**config.mk**
```make
export PLATFORM = sky130hd
export DESIGN_NAME = uart_tx_buffered
export DESIGN_NICKNAME = d
export VERILOG_FILES = /design/src/rtl/uart_pkg.sv /design/src/rtl/sync_fifo.sv /design/src/rtl/uart_tx_buffered.sv
export SDC_FILE = /design/constraint.sdc
export NUM_CORES = 1
export LEC_CHECK = 0
export ABC_AREA = 0
export BUFFER_PORTS_ARGS = -buffer_cell sky130_fd_sc_hd__buf_4
export CAP_MARGIN = 10
export CORE_MARGIN = 2
export CORE_UTILIZATION = 50
export CTS_CLUSTER_DIAMETER = 150
export DETAILED_ROUTE_END_ITERATION = 8
export PLACE_DENSITY = 0.67
export REMOVE_ABC_BUFFERS = 1
export SYNTH_ARGS = -nofsm -noshare
export SYNTH_HDL_FRONTEND = slang
export SYNTH_SLANG_ARGS = --single-unit
```
**constraint.sdc**
```tcl
create_clock -name clk -period 2.6 [get_ports clk]
set_input_delay 0.13 -clock clk [delete_from_list [all_inputs] [get_ports clk]]
set_output_delay 0.13 -clock clk [all_outputs]
set_load 0.02 [all_outputs]
```
**src/rtl/uart_pkg.sv**
```systemverilog
// uart_pkg: shared definitions for the buffered UART transmitter.
//   tx_state_t       serializer FSM states (PARITY exists only when
//                    UART_TX_PARITY_EN is defined)
//   UART_FRAME_BITS  line bits per frame: 10 (start+8 data+stop) or
//                    11 with the even-parity bit
//   clocks_per_baud  clk cycles each line bit is held
// Configuration macro: UART_TX_PARITY_EN (undefined by default).
package uart_pkg;

`ifdef UART_TX_PARITY_EN
  typedef enum logic [2:0] {
    IDLE,
    START,
    DATA,
    PARITY,
    STOP
  } tx_state_t;

  localparam int UART_FRAME_BITS = 11;
`else
  typedef enum logic [1:0] {
    IDLE,
    START,
    DATA,
    STOP
  } tx_state_t;

  localparam int UART_FRAME_BITS = 10;
`endif

  // Integer division: any fractional remainder of the ratio is dropped.
  function automatic int clocks_per_baud(input int clock_freq, input int baud_rate);
    return clock_freq / baud_rate;
  endfunction

endpackage

```
**src/rtl/sync_fifo.sv**
```systemverilog
// sync_fifo: single-clock FIFO with count-based full/empty.
//   clk, rst     clock, synchronous active-high reset (empties the FIFO)
//   push, din    write din when push && !full
//   pop, dout    dout shows the head entry; pop && !empty removes it
//   full, empty  status derived from count
//   count        occupied entries, 0..DEPTH
// DEPTH must be a power of two (>= 2) so the pointers wrap naturally.
module sync_fifo #(
  parameter int WIDTH = 8,
  parameter int DEPTH = 8
) (
  input  logic                     clk,
  input  logic                     rst,
  input  logic                     push,
  input  logic                     pop,
  input  logic [WIDTH-1:0]         din,
  output logic [WIDTH-1:0]         dout,
  output logic                     full,
  output logic                     empty,
  output logic [$clog2(DEPTH):0]   count
);

  localparam int AW = $clog2(DEPTH);
  localparam int CW = AW + 1;

  logic [WIDTH-1:0] mem [DEPTH];
  logic [AW-1:0]    wr_ptr;
  logic [AW-1:0]    rd_ptr;
  logic             do_push;
  logic             do_pop;

  assign full    = (count == CW'(DEPTH));
  assign empty   = (count == '0);
  assign do_push = push && !full;
  assign do_pop  = pop && !empty;
  assign dout    = mem[rd_ptr];

  always_ff @(posedge clk) begin
    if (!rst && do_push) begin
      mem[wr_ptr] <= din;
    end
  end

  always_ff @(posedge clk) begin
    if (rst) begin
      wr_ptr <= '0;
      rd_ptr <= '0;
      count  <= '0;
    end else begin
      if (do_push) begin
        wr_ptr <= wr_ptr + 1'b1;
      end
      if (do_pop) begin
        rd_ptr <= rd_ptr + 1'b1;
      end
      // Simultaneous push and pop leaves the occupancy unchanged.
      case ({do_push, do_pop})
        2'b10:   count <= count + 1'b1;
        2'b01:   count <= count - 1'b1;
        default: count <= count;
      endcase
    end
  end

endmodule

```
**src/rtl/uart_tx_buffered.sv**
```systemverilog
// uart_tx_buffered: 8N1 UART transmitter fed from a byte FIFO.
//   clk, rst       clock, synchronous active-high reset
//   data_in        byte to transmit
//   data_in_valid  producer offers data_in
//   data_in_ready  FIFO has room (!full)
//   serial_out     UART line, idle high, registered
//   busy           frame in progress or FIFO non-empty
//   fifo_count     occupied FIFO entries
// Handshake: a byte is taken on a rising edge where data_in_valid and
// data_in_ready are both high. data_in_ready depends only on FIFO state,
// never on data_in_valid; valid while not ready is simply ignored.
// Configuration macro: UART_TX_PARITY_EN adds an even-parity bit after
// the data bits (11-bit frame instead of 10).
module uart_tx_buffered
  import uart_pkg::*;
#(
  parameter int CLOCK_FREQ = 50_000_000,
  parameter int BAUD_RATE  = 10_000_000,
  parameter int FIFO_DEPTH = 8
) (
  input  logic                          clk,
  input  logic                          rst,
  input  logic [7:0]                    data_in,
  input  logic                          data_in_valid,
  output logic                          data_in_ready,
  output logic                          serial_out,
  output logic                          busy,
  output logic [$clog2(FIFO_DEPTH):0]   fifo_count
);

  localparam int CPB   = clocks_per_baud(CLOCK_FREQ, BAUD_RATE);
  localparam int CNT_W = (CPB > 1) ? $clog2(CPB) : 1;
  localparam logic [CNT_W-1:0] CNT_LAST = CNT_W'(CPB - 1);

  tx_state_t        state;
  logic [CNT_W-1:0] baud_cnt;
  logic [2:0]       bit_idx;
  logic [7:0]       data_q;
  logic             baud_done;
  logic             line_c;

  logic             fifo_pop;
  logic             fifo_full;
  logic             fifo_empty;
  logic [7:0]       fifo_dout;

  sync_fifo #(
    .WIDTH (8),
    .DEPTH (FIFO_DEPTH)
  ) u_fifo (
    .clk   (clk),
    .rst   (rst),
    .push  (data_in_valid),
    .pop   (fifo_pop),
    .din   (data_in),
    .dout  (fifo_dout),
    .full  (fifo_full),
    .empty (fifo_empty),
    .count (fifo_count)
  );

  assign data_in_ready = !fifo_full;
  assign busy          = (state != IDLE) || (fifo_count != '0);
  assign baud_done     = (baud_cnt == CNT_LAST);

  // A byte leaves the FIFO when idle, or at the end of a stop bit so the
  // next start bit follows without an idle gap.
  assign fifo_pop = !fifo_empty && ((state == IDLE) || ((state == STOP) && baud_done));

  // Line level belonging to the current state; serial_out registers it,
  // so the line lags the state by one cycle.
  always_comb begin
    line_c = 1'b1;
    case (state)
      IDLE:   line_c = 1'b1;
      START:  line_c = 1'b0;
      DATA:   line_c = data_q[bit_idx];
`ifdef UART_TX_PARITY_EN
      PARITY: line_c = ^data_q;
`endif
      STOP:   line_c = 1'b1;
      default: line_c = 1'b1;
    endcase
  end

  always_ff @(posedge clk) begin
    if (rst) begin
      state      <= IDLE;
      baud_cnt   <= '0;
      bit_idx    <= '0;
      data_q     <= '0;
      serial_out <= 1'b1;
    end else begin
      serial_out <= line_c;
      case (state)
        IDLE: begin
          baud_cnt <= '0;
          if (!fifo_empty) begin
            data_q <= fifo_dout;
            state  <= START;
          end
        end

        START: begin
          if (baud_done) begin
            baud_cnt <= '0;
            bit_idx  <= '0;
            state    <= DATA;
          end else begin
            baud_cnt <= baud_cnt + 1'b1;
          end
        end

        DATA: begin
          if (baud_done) begin
            baud_cnt <= '0;
            if (bit_idx == 3'd7) begin
              bit_idx <= '0;
`ifdef UART_TX_PARITY_EN
              state   <= PARITY;
`else
              state   <= STOP;
`endif
            end else begin
              bit_idx <= bit_idx + 1'b1;
            end
          end else begin
            baud_cnt <= baud_cnt + 1'b1;
          end
        end

`ifdef UART_TX_PARITY_EN
        PARITY: begin
          if (baud_done) begin
            baud_cnt <= '0;
            state    <= STOP;
          end else begin
            baud_cnt <= baud_cnt + 1'b1;
          end
        end
`endif

        STOP: begin
          if (baud_done) begin
            baud_cnt <= '0;
            if (!fifo_empty) begin
              data_q <= fifo_dout;
              state  <= START;
            end else begin
              state  <= IDLE;
            end
          end else begin
            baud_cnt <= baud_cnt + 1'b1;
          end
        end

        default: begin
          state    <= IDLE;
          baud_cnt <= '0;
        end
      endcase
    end
  end

endmodule

```
==> results of run 1 <==
## Yosys cell counts (all sizes together)
| cell type | count | area [um2] |
|---|---|---|
| o21ai | 3 | 15.0 |
| edfxtp | 64 | 1920 |
| a22o | 8 | 70.1 |
| mux4 | 17 | 420 |
| nor3 | 5 | 25.0 |
| nand2 | 5 | 18.8 |
| dfxtp | 30 | 601 |
| a31oi | 3 | 18.8 |
| a21oi | 5 | 25.0 |
| or4 | 1 | 7.51 |
| and2 | 2 | 12.5 |
| nor2 | 24 | 90.1 |
| buf | 6 | 55.1 |
| ha | 15 | 188 |
| xnor2 | 2 | 17.5 |
| nor4b | 1 | 8.76 |
| o41ai | 2 | 17.5 |
| inv | 6 | 22.5 |
| clkbuf | 5 | 18.8 |
| a211oi | 1 | 7.51 |
| o21bai | 1 | 7.51 |
| nor4 | 2 | 18.8 |
| a2bb2oi | 3 | 26.3 |
| o32ai | 1 | 8.76 |
| a32oi | 3 | 26.3 |
| mux2i | 5 | 50.1 |
| nand3b | 1 | 7.51 |
| or4b | 1 | 10.0 |
| mux2 | 9 | 101 |
| or3 | 3 | 18.8 |
| nor3b | 1 | 7.51 |
| xor2 | 5 | 43.8 |
| nor2b | 7 | 43.8 |
| nand3 | 4 | 20.0 |
## cells in the final DEF, fill, tap and decap left out, types with 2 or more instances in the layout
cell and instances:
a21oi_1 5, a22o_1 8, a2bb2oi_1 3, a31oi_1 3, a32oi_1 3, and2_1 2
buf_4 29, clkbuf_8 9, dfxtp_1 29, dlygate4sd3_1 7, edfxtp_1 64, ha_1 14
inv_1 5, inv_6 2, mux2_2 8, mux2i_1 5, mux4_1 10, mux4_2 7
nand2_1 5, nand3_1 4, nor2_1 24, nor2b_1 7, nor3_1 5, o21ai_0 2
o41ai_1 2, or3_1 3, xnor2_1 2, xor2_1 5
## report_power, final
| part | switching (mW) | total, mW | internal (mW) |
|---|---|---|---|
| clock | 0.501 | 0.951 | 0.450 |
| sequential | 0.154 | 1.92 | 1.77 |
| combinational | 0.696 | 1.38 | 0.689 |
| total | 1.35 | 4.26 | 2.91 |
## final timing paths
| kind | endpoint | cells after the start | start | slack (ns) |
|---|---|---|---|---|
| max reg2reg | u_fifo.count[3]$_SDFFE_PP0P_ | 8 | baud_cnt[0]$_SDFF_PP0_ | 0.18 |
| max | u_fifo.count[3]$_SDFFE_PP0P_ | 8 | baud_cnt[0]$_SDFF_PP0_ | 0.18 |
| min reg2reg | baud_cnt[0]$_SDFF_PP0_ | 1 | baud_cnt[0]$_SDFF_PP0_ | 0.47 |
| min | u_fifo.mem[5][1]$_DFFE_PP_ | 1 | data_in[1] | 0.02 |
## sequential cells by signal, summed over array words and instances, names as in the netlist, named ones only
register,count
baud_cnt,3
bit_idx,3
data_q,8
serial_out,1
state,2
u_fifo.count,4
u_fifo.mem,64
u_fifo.rd_ptr,3
u_fifo.wr_ptr,3
## cells by family after synthesis
| group | count (synthesis) |
|---|---|
| simple gates | 57 |
| buf+inv | 17 |
| mux | 31 |
| compound gates | 30 |
| flops | 94 |
| xor+xnor | 7 |
| fa+ha+maj | 15 |
## area by class of cell
type	instances	area [um2]	area share
Tap cell	102	128	0.0284
Inverter	6	22.5	0.00500
Clock inverter	6	67.6	0.0150
Sequential cell	94	2520	0.561
Clock buffer	10	128	0.0284
Multi-Input combinational cell	140	1340	0.299
Timing Repair Buffer	36	288	0.0639
## layer usage
layer / vias to the layer above / routed length, um / GRT usage
met1: 1046 / 3020 / 0.208
met4: 0 / 75 / 0.0699
met2: 37 / 3160 / 0.269
li1: 1051 / - / -
met3: 6 / 189 / 0.0439
met5: - / 0 / 0
## worst max-delay path: stages (launching register included)
cell and delay [ns]:
dfxtp_1 0.36, inv_1 0.05, ha_1 0.25, a31oi_1 0.25, nor2_1 0.14, ha_1 0.34
buf_4 0.16, o32ai_1 0.41, mux2_1 0.36
## metrics by stage
| step | setup slack [ns] | total power, mW | area [um2] | util | hold slack, ns |
|---|---|---|---|---|---|
| 6_report | 0.178 | 4.26 | 4500 | 0.585 | 0.0181 |
| 5_1_grt | 0.0211 | 4.52 | 4500 | 0.585 | 0.00205 |
| 4_1_cts | 0.0881 | 4.27 | 4490 | 0.584 | 0.00499 |
| 3_5_place_dp | 0.105 | 3.31 | 4220 | 0.549 | 0.368 |
| 3_3_place_gp | 0.221 | 3.30 | 4220 | 0.549 | 0.361 |
| 2_1_floorplan | -0.0588 | 2.90 | 3880 | - | 0.199 |
## timing repair
| action | 4_1_cts | 5_1_grt |
|---|---|---|
| buffers inserted | 0 | 0 |
| hold endpoints to repair | 56 | 0 |
| endpoints found under the setup margin | 0 | 2 |
| hold buffers | 7 | 0 |
| gates resized for setup | 0 | 3 |
==> reports/results.txt, run 1 <==
status = completed
mux share of post-synthesis cell area = 0.145
total die area = 8630 um2
Max Clock Skew = 0.0129 ns
largest net degree at the start of global routing = 29
sequential share of the synthesized area = 0.638
largest family of logic cells by synthesized area = multiplexers
die width = 92.9 um
# placed instances = 371
endpoints failing setup = 0
Post-Syn Area per Cell = 15.7 um2
Max-Cap Viols = 0
Tot GR Track Use = 0.165
Synth warnings = 0
CTS tree = yes
CTS Buf Count = 9
DRC viols = 0
DP HPWL = 4070 um
I/O Pins = 18
Synth Area in Adders = 0.0475
Max VDD drop = 0.483 mV
Post-Synth Simple-Gate Area = 0.0731
Final Wtd Congestion = 0.822
final wirelength = 6450 um
Max Fclk = 413 MHz
Fin. Hold Viols = 0
RSZ-0062 raised after global routing = no
total grt overflow = 0
Starting Density = 0.514
Initial DRC Count = 63
Layout Cells excl Fill = 394
first-pass GRT wire length = 10,500 um
H-tree depth = 3
DR pass1 iterations = 4
worst relative slew slack = 0.549
Synth Register Bits = 94
crit path time final = 2.42 ns
die height = 92.9 um
part of the cycle the worst path needs = 0.932
detailed-route via count = 2,140
Max Buffers Root-to-Sink = 2
critical path required time = 2.84 ns
ant diodes = 0
CP Launch Type = flop
Compound-Gate Fraction of Synth Area = 0.0564
Synth Area in XOR/XNOR = 0.0155
Port-buffer cells = 17
clock net sink count = 94
CP endpoint kind = flop
number of global-route vias before repair = 2,090
worst-skew pair later-pin latency = 0.35 ns
Yosys cell types = 42
Root Buffer = clkbuf_8
Core Box Area = 7690 um2
setup TNS = 0 ns
Worst Path Arrival = 2.66 ns
initial antenna violation count = 0
row count = 32
WS Path Type = reg2reg
type of the most critical hold path = in2reg
Syn Std Cell Area = 3950 um2
worst slew pin tran = 0.675 ns
max-slew violation count = 0
share of layout cells above drive strength 1 = 0.212
post-route antenna net violation count = 0
PwrDens = 946 nW/um2
area grow syn2layout = 13.9%
Wirelength per Cell = 16.4 um
Final Net Count = 313
leakage power = 1.59 nW
CP max FO = 5
vias per cell = 5.43
post-synthesis cell count = 251
# fillers = 610
clock-pin slew on the worst setup and hold paths = 0.09 ns
(Power assumes the default switching activity.)
==> run 2, diff against run 1 <==
--- a/config.mk
+++ b/config.mk
@@ -8,6 +8,7 @@
 export ABC_AREA = 0
 export BUFFER_PORTS_ARGS = -buffer_cell sky130_fd_sc_hd__buf_4
 export CAP_MARGIN = 10
+export CORE_ASPECT_RATIO = 0.75
 export CORE_MARGIN = 2
 export CORE_UTILIZATION = 50
 export CTS_CLUSTER_DIAMETER = 150
==> run 2 against run 1 <==
Compared with the run above:
- setup slack got worse by 0.024 ns
- clock-buffer cell count decreased by 1
- critical path depth decreased by 2
- combinational power increased by 3%
- utilization decreased by 0.42 points
- total power decreased by 0.13%
==> reports/results.txt, run 2 (synthesis results as in run 1) <==
part of the cycle the worst path needs = 0.941
area grow syn2layout = 14.4%
max FFs per register = 64
number of global-route vias before repair = 2,096
endpoints failing setup = 0
Tot GR Track Use = 0.173
final wirelength = 6680 um
Final Core Density = 0.581
Min-Delay Startpoint = data_in_valid
CP endpoint kind = flop
CTS tree = yes
worst-skew pair later-pin latency = 0.36 ns
die height = 81.0 um
highest-count cells in the layout ignoring fill and taps = edfxtp_1 (64), buf_4 (30), dfxtp_1 (29), nor2_1 (23), ha_1 (14)
DRC viols = 0
crit path time final = 2.45 ns
CTS Buf Count = 9
Top reg by flops = u_fifo.mem
post-route antenna net violation count = 0
PwrDens = 941 nW/um2
initial antenna violation count = 0
# fillers = 638
worst-path cell chain = or4b_1, nand2_1, ha_1, or3_1, o32ai_1, mux2_1
Wirelength per Cell = 16.7 um
detailed-route via count = 2,148
H-tree depth = 3
Worst Path Arrival = 2.70 ns
Crit. Startpoint = u_fifo.count[1]$_SDFFE_PP0P_
CP max FO = 8
# placed instances = 375
total die area = 8640 um2
Root Buffer = clkbuf_8
highest-delay cell along the critical path = or4b_1
DP HPWL = 4450 um
Max-Cap Viols = 0
Fin. Hold Viols = 0
I/O Pins = 18
die width = 107 um
share of layout cells above drive strength 1 = 0.228
RSZ-0062 raised after global routing = no
commonest non-fill, non-tap cell in the layout = edfxtp_1
Max Clock Skew = 0.0116 ns
critical path required time = 2.85 ns
Final Net Count = 315
ant diodes = 0
clock net sink count = 94
Largest delay share family, worst path = simple AND/OR/NAND/NOR gates
WS Path Type = reg2reg
max incr delay on CP = 0.56 ns
Max VDD drop = 0.451 mV
row count = 28
total grt overflow = 0
FF-to-FF Start = u_fifo.count[1]$_SDFFE_PP0P_
total power = 4.25 mW
DR pass1 iterations = 4
Layout Cells excl Fill = 399
biggest regs = u_fifo.mem (64), data_q (8), u_fifo.count (4)
worst slew pin tran = 0.501 ns
type of the most critical hold path = in2reg
clock-pin slew on the worst setup and hold paths = 0.10 ns
Initial DRC Count = 106
Max Buffers Root-to-Sink = 2
CP Launch Type = flop
setup bufs post-CTS = 0
largest net degree at the start of global routing = 29
worst relative slew slack = 0.665
Port-buffer cells = 17
status = completed
Starting Density = 0.508
Max Fclk = 409 MHz
leakage power = 1.60 nW
hold slack = 0.0530 ns
CP Buf/Inv Count = 0
first-pass GRT wire length = 11,000 um
max-slew violation count = 0
Core Box Area = 7780 um2
Final Wtd Congestion = 0.804
vias per cell = 5.38
==> run 2: through the flow <==
stage / setup slack, ns / instance area (um2) / setup TNS (ns)
CTS: 0.0791 / 4500 / 0
detailed placement: 0.0948 / 4230 / 0
global placement: 0.173 / 4230 / 0
global route: 0.0127 / 4520 / 0
floorplan: -0.0588 / 3880 / -0.108
finish: 0.154 / 4520 / 0
==> run 2: report_power, final <==
part           switching [mW]  leakage [nW]  internal [mW]
logic                   0.723         0.684          0.700
clock network           0.533        0.0945          0.369
registers               0.159         0.824           1.77
total                    1.42          1.60           2.84
==> run 2: layout make-up <==
cell class,instances,area (um2),area share
clock buffers,9,124,0.0274
clock inverters,7,61.3,0.0136
inverters,6,22.5,0.00498
multi-input cells,140,1350,0.299
flip-flops and latches,94,2520,0.558
well taps,105,131,0.0291
repair buffers,38,305,0.0675
==> run 2: layer usage <==
layer | GRT usage | up-vias | routed length [um]
met5 | 0 | - | 0
met4 | 0.0584 | 0 | 105
met3 | 0.0482 | 10 | 203
met2 | 0.267 | 29 | 3130
met1 | 0.239 | 1053 | 3240
li1 | - | 1056 | -
==> run 2: timing repair <==
action / CTS / global route
gates resized for setup: 0 / 5
hold buffers: 8 / 0
endpoints found under the setup margin: 0 / 2
hold endpoints to repair: 64 / 0
==> run 2: worst reg2reg max path: cells and delay by family, from the launching register on <==
family | cells | cell delay, ns
AOI/OAI and AO/OA | 1 | 0.21
DFF | 1 | 0.42
and+or+nand+nor | 3 | 1.10
muxes | 1 | 0.36
adders and majority gates | 1 | 0.27
==> run 2: worst paths after layout <==
path | end | slack [ns] | depth (start not counted)
worst max register to register | u_fifo.count[3]$_SDFFE_PP0P_ | 0.15 | 6
worst min register to register | data_q[7]$_SDFFE_PP0P_ | 0.49 | 1
worst max-delay path | u_fifo.count[3]$_SDFFE_PP0P_ | 0.15 | 6
worst min-delay path | u_fifo.wr_ptr[1]$_SDFFE_PP0P_ | 0.05 | 3
